File: config.mk
export PLATFORM = sky130hd
export DESIGN_NAME = id_operand_stage
export DESIGN_NICKNAME = d
export VERILOG_FILES = /design/src/rtl/mips_defs.sv /design/src/rtl/instr_decoder.sv /design/src/rtl/id_operand_stage.sv
export SDC_FILE = /design/constraint.sdc
export NUM_CORES = 1
export LEC_CHECK = 0
export ABC_CLOCK_PERIOD_IN_PS = 8400
export BUFFER_PORTS_ARGS = -buffer_cell sky130_fd_sc_hd__buf_2
export CAP_MARGIN = 20
export CORE_ASPECT_RATIO = 0.8
export CORE_MARGIN = 10
export CORE_UTILIZATION = 50
export DETAILED_ROUTE_END_ITERATION = 16
export GPL_TIMING_DRIVEN = 1
export PLACE_DENSITY = 0.87
export SYNTH_ARGS = -nofsm -noshare
export SYNTH_HDL_FRONTEND = slang
export SYNTH_SLANG_ARGS = --single-unit
File: constraint.sdc
create_clock -name Clk -period 8.4 [get_ports Clk]
set_input_delay 1.68 -clock Clk [delete_from_list [all_inputs] [get_ports Clk]]
set_output_delay 1.68 -clock Clk [all_outputs]
set_load 0.005 [all_outputs]
File: src/rtl/mips_defs.sv
// Shared MIPS definitions: opcode encodings, instruction field positions and
// the link register used by JAL.
package mips_defs;

  localparam logic [5:0] OP_RTYPE = 6'h00;
  localparam logic [5:0] OP_ADDI  = 6'h08;
  localparam logic [5:0] OP_XORI  = 6'h0e;
  localparam logic [5:0] OP_LW    = 6'h23;
  localparam logic [5:0] OP_SW    = 6'h2b;
  localparam logic [5:0] OP_BEQ   = 6'h04;
  localparam logic [5:0] OP_BNE   = 6'h05;
  localparam logic [5:0] OP_J     = 6'h02;
  localparam logic [5:0] OP_JAL   = 6'h03;

  localparam int OPCODE_MSB = 31;
  localparam int OPCODE_LSB = 26;
  localparam int RS_MSB     = 25;
  localparam int RS_LSB     = 21;
  localparam int RT_MSB     = 20;
  localparam int RT_LSB     = 16;
  localparam int RD_MSB     = 15;
  localparam int RD_LSB     = 11;
  localparam int IMM_MSB    = 15;
  localparam int IMM_LSB    = 0;
  localparam int FUNCT_MSB  = 5;
  localparam int FUNCT_LSB  = 0;

  localparam int LINK_REG = 31;

endpackage

File: src/rtl/instr_decoder.sv
// Combinational MIPS instruction decoder: source/destination register fields,
// control flags and the sign-extended immediate.
module instr_decoder
  import mips_defs::*;
#(
  parameter int DATA_WIDTH     = 32,
  parameter int REG_ADDR_WIDTH = 5,
  parameter int LINK_DEST      = 31
) (
  input  logic [DATA_WIDTH-1:0]     instr,
  output logic [REG_ADDR_WIDTH-1:0] rs,
  output logic [REG_ADDR_WIDTH-1:0] rt,
  output logic [REG_ADDR_WIDTH-1:0] dest,
  output logic                      reg_write,
  output logic                      mem_read,
  output logic                      mem_write,
  output logic                      uses_rs,
  output logic                      uses_rt,
  output logic [DATA_WIDTH-1:0]     imm
);

  logic [5:0]                opcode_s;
  logic [REG_ADDR_WIDTH-1:0] rd_s;
  logic [15:0]               imm16_s;
  logic [REG_ADDR_WIDTH-1:0] dest_s;
  logic                      reg_write_raw_s;

  assign opcode_s = instr[OPCODE_MSB:OPCODE_LSB];
  assign rs       = instr[RS_MSB:RS_LSB];
  assign rt       = instr[RT_MSB:RT_LSB];
  assign rd_s     = instr[RD_MSB:RD_LSB];
  assign imm16_s  = instr[IMM_MSB:IMM_LSB];
  assign imm      = {{(DATA_WIDTH-16){imm16_s[15]}}, imm16_s};

  // Opcode to destination/control mapping; unknown opcodes behave as NOP.
  always_comb begin
    dest_s          = '0;
    reg_write_raw_s = 1'b0;
    mem_read        = 1'b0;
    mem_write       = 1'b0;
    uses_rs         = 1'b0;
    uses_rt         = 1'b0;
    case (opcode_s)
      OP_RTYPE: begin
        dest_s          = rd_s;
        reg_write_raw_s = 1'b1;
        uses_rs         = 1'b1;
        uses_rt         = 1'b1;
      end
      OP_ADDI, OP_XORI: begin
        dest_s          = rt;
        reg_write_raw_s = 1'b1;
        uses_rs         = 1'b1;
      end
      OP_LW: begin
        dest_s          = rt;
        reg_write_raw_s = 1'b1;
        mem_read        = 1'b1;
        uses_rs         = 1'b1;
      end
      OP_SW: begin
        mem_write = 1'b1;
        uses_rs   = 1'b1;
        uses_rt   = 1'b1;
      end
      OP_BEQ, OP_BNE: begin
        uses_rs = 1'b1;
        uses_rt = 1'b1;
      end
      OP_J: begin
        dest_s = '0;
      end
      OP_JAL: begin
        dest_s          = REG_ADDR_WIDTH'(LINK_DEST);
        reg_write_raw_s = 1'b1;
      end
      default: begin
        dest_s          = '0;
        reg_write_raw_s = 1'b0;
      end
    endcase
  end

  // Writing $0 is architecturally a no-op, so suppress it at the source.
  assign dest      = dest_s;
  assign reg_write = reg_write_raw_s && (dest_s != '0);

endmodule

File: src/rtl/id_operand_stage.sv
// Decode / operand-fetch stage: drives regfile read addresses, bypasses the
// same-edge write-back, detects load-use hazards and holds the ID/EX register.
module id_operand_stage
  import mips_defs::*;
#(
  parameter int DATA_WIDTH     = 32,
  parameter int REG_ADDR_WIDTH = 5,
  parameter int LINK_REG       = mips_defs::LINK_REG
) (
  input  logic                      Clk,
  input  logic                      Reset,
  input  logic                      InValid,
  output logic                      InReady,
  input  logic [DATA_WIDTH-1:0]     Instr,
  input  logic [DATA_WIDTH-1:0]     InPC,
  output logic [REG_ADDR_WIDTH-1:0] ReadRegister1,
  output logic [REG_ADDR_WIDTH-1:0] ReadRegister2,
  input  logic [DATA_WIDTH-1:0]     ReadData1,
  input  logic [DATA_WIDTH-1:0]     ReadData2,
  input  logic                      WbRegWrite,
  input  logic [REG_ADDR_WIDTH-1:0] WbReg,
  input  logic [DATA_WIDTH-1:0]     WbData,
  input  logic                      Flush,
  output logic                      OutValid,
  input  logic                      OutReady,
  output logic [DATA_WIDTH-1:0]     OutOp1,
  output logic [DATA_WIDTH-1:0]     OutOp2,
  output logic [DATA_WIDTH-1:0]     OutImm,
  output logic [REG_ADDR_WIDTH-1:0] OutDest,
  output logic                      OutRegWrite,
  output logic                      OutMemRead,
  output logic                      OutMemWrite,
  output logic [5:0]                OutOpcode,
  output logic [5:0]                OutFunct,
  output logic [DATA_WIDTH-1:0]     OutPC
);

  logic [REG_ADDR_WIDTH-1:0] rs_s;
  logic [REG_ADDR_WIDTH-1:0] rt_s;
  logic [REG_ADDR_WIDTH-1:0] dest_s;
  logic                      reg_write_s;
  logic                      mem_read_s;
  logic                      mem_write_s;
  logic                      uses_rs_s;
  logic                      uses_rt_s;
  logic [DATA_WIDTH-1:0]     imm_s;
  logic [DATA_WIDTH-1:0]     op1_s;
  logic [DATA_WIDTH-1:0]     op2_s;
  logic                      hazard_s;
  logic                      in_ready_s;
  logic                      accept_s;

  instr_decoder #(
    .DATA_WIDTH     (DATA_WIDTH),
    .REG_ADDR_WIDTH (REG_ADDR_WIDTH),
    .LINK_DEST      (LINK_REG)
  ) u_decoder (
    .instr     (Instr),
    .rs        (rs_s),
    .rt        (rt_s),
    .dest      (dest_s),
    .reg_write (reg_write_s),
    .mem_read  (mem_read_s),
    .mem_write (mem_write_s),
    .uses_rs   (uses_rs_s),
    .uses_rt   (uses_rt_s),
    .imm       (imm_s)
  );

  // The regfile write lands on the capture edge, so forward it here; $0 reads 0.
  function automatic logic [DATA_WIDTH-1:0] pick_operand(
    input logic [REG_ADDR_WIDTH-1:0] addr,
    input logic [DATA_WIDTH-1:0]     rdata,
    input logic                      wb_we,
    input logic [REG_ADDR_WIDTH-1:0] wb_reg,
    input logic [DATA_WIDTH-1:0]     wb_data
  );
    logic [DATA_WIDTH-1:0] result;
    if (addr == '0) begin
      result = '0;
    end else if (wb_we && (wb_reg == addr)) begin
      result = wb_data;
    end else begin
      result = rdata;
    end
    return result;
  endfunction

  assign ReadRegister1 = rs_s;
  assign ReadRegister2 = rt_s;

  assign op1_s = pick_operand(rs_s, ReadData1, WbRegWrite, WbReg, WbData);
  assign op2_s = pick_operand(rt_s, ReadData2, WbRegWrite, WbReg, WbData);

  // A held load whose target is a source of the incoming instruction stalls it.
  assign hazard_s = OutValid && OutMemRead && (OutDest != '0) &&
                    ((uses_rs_s && (OutDest == rs_s)) ||
                     (uses_rt_s && (OutDest == rt_s)));

  assign in_ready_s = Flush || (!hazard_s && (!OutValid || OutReady));
  assign accept_s   = InValid && in_ready_s;
  assign InReady    = in_ready_s;

  // ID/EX pipeline register: flush, capture, drain to bubble, else hold.
  always_ff @(posedge Clk or posedge Reset) begin
    if (Reset) begin
      OutValid    <= 1'b0;
      OutOp1      <= '0;
      OutOp2      <= '0;
      OutImm      <= '0;
      OutDest     <= '0;
      OutRegWrite <= 1'b0;
      OutMemRead  <= 1'b0;
      OutMemWrite <= 1'b0;
      OutOpcode   <= 6'd0;
      OutFunct    <= 6'd0;
      OutPC       <= '0;
    end else if (Flush) begin
      OutValid <= 1'b0;
    end else if (accept_s) begin
      OutValid    <= 1'b1;
      OutOp1      <= op1_s;
      OutOp2      <= op2_s;
      OutImm      <= imm_s;
      OutDest     <= dest_s;
      OutRegWrite <= reg_write_s;
      OutMemRead  <= mem_read_s;
      OutMemWrite <= mem_write_s;
      OutOpcode   <= Instr[OPCODE_MSB:OPCODE_LSB];
      OutFunct    <= Instr[FUNCT_MSB:FUNCT_LSB];
      OutPC       <= InPC;
    end else if (OutValid && OutReady) begin
      OutValid <= 1'b0;
    end
  end

endmodule
==> results.json, run 1 <==
{
  "outcome": "completed",
  "core_um2": 12900,
  "cp-start-kind": "primary input",
  "leakagePower_nw": 4.04,
  "setup_total_negative_slack_ps": 0,
  "gp_congestion": 0.851,
  "arrival_ps": 3880,
  "synth_top_area_share": 0.483,
  "drive_gt1_frac": 0.539,
  "ys_types": 38,
  "ys_warn_count": 0,
  "finish.utilization": 0.673,
  "dieHeight_um": 123,
  "rrSetupSlack_ps": 4810,
  "fin_area_um2": 8660,
  "hold_violations": 0,
  "dr.first_iter.drc_count": 425,
  "required_ps": 6720,
  "vias_per_cell": 5.59,
  "synth-edff-count": 0,
  "p_int_mw": 1.34,
  "grt_util_all_layers": 0.231,
  "async_flop_share": 1.00,
  "wl_per_cell_um": 22.1,
  "post-dp-hpwl_um": 16400,
  "p_per_area_nw_per_um2": 215,
  "area.growth.synth_to_final_pct": 31.6,
  "cpMaxStageDelayCell": "buf_4",
  "postRouteAntennaNets": 0,
  "finalClockSkew_ps": 12.7,
  "fin_crit_sh": 0.662,
  "irDropWorstVdd_v": 0.000145,
  "holdWs_ps": 478,
  "cts_tree": "built",
  "cts_resized": 0,
  "postRouteWirelength_um": 22200,
  "dpl.cell_count": 974,
  "netlist_area_um2": 6580,
  "dpl_cell_area_um2": 8070,
  "overflow": 0,
  "layout_setup_ws_ps": 2840,
  "cp_cell_sequence": "buf_2 > or4b_1 > a2bb2oi_1 > a2111oi_4 > buf_4 > nor3b_1 > buf_2",
  "final_cells": 1006,
  "p_comb_frac": 0.199,
  "hp-class": "reg -> reg",
  "postCtsSetupRepairBufs": 0,
  "synth_cells": 544,
  "dr.pass1.iters": 5,
  "fin_crit_ps": 5560,
  "cts_hold_buf": 0,
  "insertion_delay_ps": 410,
  "power.share.switching": 0.281,
  "post-route-drc-count": 0,
  "synthTopCellsByArea": "dfrtp_1, o31ai_1, mux2i_1",
  "path_class": "in -> out",
  "power_frac_seq": 0.404,
  "rsz0062_at_grt": "false",
  "crit_fanout": 68,
  "antenna_found_initial": 0,
  "num_vias": 5625,
  "grt_pass1_wl_um": 33300,
  "drv_slew": 0,
  "synth_top_area_cell": "dfrtp_1",
  "grt_max_degree": 77,
  "slowest_delay_ps": 630,
  "die_x_um": 148,
  "antenna_cells": 0,
  "synth_seq_area_share": 0.483,
  "cts.path.max_buffers": 2,
  "nets": 989,
  "postSynthAreaPerCell_um2": 12.1,
  "ioPinCount": 331,
  "cts_made_buffers": 17,
  "dieArea_um2": 18200,
  "cap_violations": 0,
  "grt_pass1_vias": 5813,
  "fill_cells": 999,
  "power.net_switching_mw": 0.524,
  "syn_nets": 715,
  "cp-end-kind": "output pin",
  "p_clk_frac": 0.397,
  "synth_ff_type": "dfrtp_1",
  "clockRootBuffer": "clkbuf_16",
  "total_power_mw": 1.86,
  "cp_common_cell": "buf_2",
  "worstMarginPinSlew_ps": 1030,
  "clk_pin_slew_ps": 60,
  "fmax_mhz": 180,
  "std_cell_rows": 37,
  "io_buffer_count": 330,
  "clkSinkCount": 127,
  "ys_ff_latch": 127,
  "setup_viol": 0,
  "pre_cts_slack_ps": 2880,
  "relSlewSlack": 0.312,
  "htreeDepth": 4,
  "initial_utilization": 0.511
}
layout by cell type, fill, tap and decap left out, types with 2 or more instances in the layout:
| master | n |
|---|---|
| o31ai_2 | 18 |
| dfrtp_1 | 127 |
| or4_1 | 3 |
| mux2i_1 | 64 |
| clkinv_4 | 4 |
| bufinv_16 | 2 |
| nand3_1 | 2 |
| mux2_1 | 10 |
| inv_6 | 4 |
| mux2_2 | 51 |
| xor2_1 | 9 |
| nor2_1 | 5 |
| clkbuf_16 | 17 |
| o21ai_0 | 6 |
| clkinvlp_4 | 3 |
| o31ai_1 | 111 |
| nor4_1 | 2 |
| and2_1 | 2 |
| xnor2_1 | 12 |
| buf_4 | 7 |
| buf_2 | 330 |
| and3_2 | 2 |
| a21oi_1 | 6 |
| nand2_1 | 11 |
worst max-delay path: cells and delay by family:
kind / cells / cell delay (ps)
and+or+nand+nor: 2 / 670
buffers and inverters: 3 / 920
AOI/OAI and AO/OA: 2 / 580
per-layer routing:
layer / up-vias / routed length (um) / global-route usage
met1: 2755 / 8570 / 0.264
li1: 2576 / - / -
met4: 0 / 355 / 0.0643
met5: - / 0 / 0
met3: 20 / 1810 / 0.0783
met2: 274 / 11500 / 0.406
power groups by stage:
| stage | Sequential [mW] | Clock, mW | Combinational [mW] |
|---|---|---|---|
| finish | 0.753 | 0.740 | 0.371 |
| global route | 0.763 | 0.781 | 0.406 |
| CTS | 0.753 | 0.751 | 0.379 |
| detailed placement | 0.762 | 0 | 0.377 |
| global placement | 0.757 | 0 | 0.367 |
| floorplan | 0.769 | 0 | 0.183 |
cells in the mapped netlist, drive strengths merged, types with 2 or more instances:
library cell and number:
o21ai 6, mux2i 64, or4 3, nor2 7, xor2 9, nand2 11
mux2 61, and2 2, inv 2, clkbuf 32, o31ai 129, dfrtp 127
nand3 3, xnor2 12, a21oi 6, nor4 3, buf 50, and3 2
nor3 2
registers in the layout, summed over array words and instances, names as in the netlist, 5 cells and up:
signal / flops
OutOp2: 32
OutOpcode: 6
OutImm: 16
OutDest: 5
OutPC: 32
OutOp1: 32
cells by family (layout without fill, tap and decap cells):
family,Yosys count,count (layout),share of synthesized area
AOI/OAI and AO/OA,147,147,0.181
DFF,127,127,0.483
muxes,125,125,0.202
buffers and inverters,84,371,0.0732
and+or+nand+nor,40,40,0.0331
xor gates and xnor gates,21,21,0.0279
worst paths after layout:
check                      depth (start not counted)                endpoint                   start
max                                                7                 InReady               Instr[26]
min reg2reg                                        1   OutPC[13]$_DFFE_PP0P_   OutPC[13]$_DFFE_PP0P_
min                                                1   OutPC[13]$_DFFE_PP0P_   OutPC[13]$_DFFE_PP0P_
max reg2reg                                        7   OutPC[27]$_DFFE_PP0P_  OutDest[1]$_DFFE_PP0P_
max in group asynchronous                          3  OutOp1[20]$_DFFE_PP0P_                   Reset
min in group asynchronous                          2   OutPC[13]$_DFFE_PP0P_                   Reset
area by class of cell:
cell class | instances | area, um^2 | share of cell area
Inverter | 2 | 10.0 | 0.00116
Clock buffer | 19 | 443 | 0.0511
Sequential cell | 127 | 3180 | 0.367
Tap cell | 175 | 219 | 0.0253
Timing Repair Buffer | 337 | 1700 | 0.197
Clock inverter | 13 | 153 | 0.0176
Multi-Input combinational cell | 333 | 2950 | 0.341
Power figures use the tool's default switching activity.
==> run 2: changes to the inputs <==
- ABC_CLOCK_PERIOD_IN_PS: 8400 -> 4500
- CORE_UTILIZATION: 50 -> 42
- PLACE_DENSITY: 0.87 -> 0.77
- clock period: 8.4 -> 4.5 ns (I/O delays scaled with it)
==> run 2 against run 1 <==
Final area grew 1.2%. Critical path depth decreased by 1. Worst hold slack gained 1.6 ps. First-iteration DRC count fell by 20%. Clock skew decreased by 4.6 ps. Sequential share of layout area shrank 0.42 points. Routed wire length decreased by 2.3%. Largest cell class unchanged.
==> results.json, run 2 (same netlist as run 1, synthesis figures left out) <==
{
  "hp-class": "reg -> reg",
  "cts_hold_buf": 0,
  "core_um2": 15200,
  "final_cell_mix": "buf_2, dfrtp_1, o31ai_1",
  "multi_input_area_um2": 2960,
  "drive_gt1_frac": 0.538,
  "cp_common_cell": "buf_2",
  "fin_crit_sh": 0.772,
  "io_buffer_count": 330,
  "cp_cell_sequence": "buf_2 > or4b_1 > a2bb2oi_1 > a2111oi_4 > nor3b_1 > buf_2",
  "cts_resized": 0,
  "die_x_um": 160,
  "crit_fanout": 6,
  "dr.first_iter.drc_count": 342,
  "path_class": "in -> out",
  "irDropWorstVdd_v": 0.000344,
  "relSlewSlack": 0.339,
  "layout_setup_ws_ps": 1030,
  "required_ps": 3600,
  "worst-path-buf-inv": 2,
  "leakagePower_nw": 4.06,
  "std_cell_rows": 40,
  "overflow": 0,
  "setup_viol": 0,
  "nets": 992,
  "dieArea_um2": 21100,
  "vias_per_cell": 5.37,
  "grt_util_all_layers": 0.196,
  "grt_max_degree": 68,
  "postRouteAntennaNets": 0,
  "area.growth.synth_to_final_pct": 33.1,
  "clockRootBuffer": "clkbuf_16",
  "dr.pass1.iters": 5,
  "total_power_mw": 3.48,
  "cp_top_family": "compound AO/OA/AOI/OAI gates",
  "fmax_mhz": 288,
  "gp_congestion": 0.837,
  "final_common_cell": "buf_2",
  "postCtsSetupRepairBufs": 0,
  "cts_tree": "built",
  "outcome": "completed",
  "post-dp-hpwl_um": 16000,
  "pre_cts_slack_ps": 1020,
  "grt_pass1_vias": 6003,
  "htreeDepth": 4,
  "clkSinkCount": 127,
  "cts_made_buffers": 17,
  "finalClockSkew_ps": 8.03,
  "ioPinCount": 331,
  "regArea_um2": 3180,
  "cts.path.max_buffers": 2,
  "top_regs": "OutOp1: 32 flops, OutOp2: 32 flops, OutPC: 32 flops",
  "cpMaxStageDelayCell": "or4b_1",
  "rsz0062_at_grt": "false",
  "arrival_ps": 2570,
  "grt_pass1_wl_um": 33900,
  "dieHeight_um": 132,
  "initial_utilization": 0.433,
  "fin_crit_ps": 3470,
  "setup_total_negative_slack_ps": 0,
  "slowest_delay_ps": 550,
  "hold_violations": 0,
  "p_per_area_nw_per_um2": 397,
  "cap_violations": 0,
  "fill_cells": 1318,
  "cp-start-kind": "primary input",
  "worstMarginPinSlew_ps": 988,
  "num_vias": 5611,
  "drv_slew": 0,
  "clk_pin_slew_ps": 60,
  "insertion_delay_ps": 410,
  "cp-end-kind": "output pin",
  "antenna_found_initial": 1,
  "post-route-drc-count": 0,
  "postRouteWirelength_um": 21700,
  "wl_per_cell_um": 20.8
}
run 2: layout make-up:
cell class | count | share of cell area
multi-input cells | 333 | 0.338
flip-flops and latches | 127 | 0.363
clock inverters | 12 | 0.0184
diodes | 1 | 0.000286
well taps | 210 | 0.0300
inverters | 2 | 0.00114
repair buffers | 340 | 0.200
clock buffers | 20 | 0.0498
run 2: worst paths after layout:
path / slack [ps] / cells after the start / endpoint / startpoint
max reg2reg: 1470 / 6 / OutOp1[2]$_DFFE_PP0P_ / OutDest[2]$_DFFE_PP0P_
max: 1030 / 6 / InReady / Instr[26]
min in group asynchronous: 640 / 2 / OutOp1[23]$_DFFE_PP0P_ / Reset
min: 480 / 1 / OutPC[16]$_DFFE_PP0P_ / OutPC[16]$_DFFE_PP0P_
max in group asynchronous: 3020 / 3 / OutPC[17]$_DFFE_PP0P_ / Reset
min reg2reg: 480 / 1 / OutPC[16]$_DFFE_PP0P_ / OutPC[16]$_DFFE_PP0P_
run 2: per-layer routing:
layer / up-vias / track usage / routed length, um / share of wire
li1: 2585 / - / - / -
met1: 2771 / 0.234 / 8810 / 0.41
met2: 244 / 0.335 / 11100 / 0.51
met3: 11 / 0.0615 / 1620 / 0.075
met4: 0 / 0.0494 / 230 / 0.011
met5: - / 0 / 0 / 0
run 2: stage by stage:
| step | hold slack [ps] | area (um^2) | std cells | util |
|---|---|---|---|---|
| after floorplan | 483 | 6580 | 544 | - |
| after global placement | 465 | 8160 | 1012 | 0.536 |
| after detailed placement | 470 | 8160 | 1012 | 0.536 |
| after CTS | 483 | 8760 | 1044 | 0.576 |
| after global routing | 504 | 8760 | 1044 | 0.576 |
| final | 480 | 8760 | 1045 | 0.576 |
run 2: where the power goes:
group	leakage [nW]	switching [mW]	internal (mW)	total, mW
logic	2.23	0.331	0.353	0.684
registers	1.55	0.0965	1.31	1.41
clock network	0.281	0.514	0.876	1.39
total	4.06	0.942	2.54	3.48
run 2: worst register-to-register path, delay by kind of cell, from the launching register on:
kind | cells | cell delay [ps]
flops | 1 | 450
simple gates | 2 | 1380
buf+inv | 1 | 300
compound gates | 3 | 780
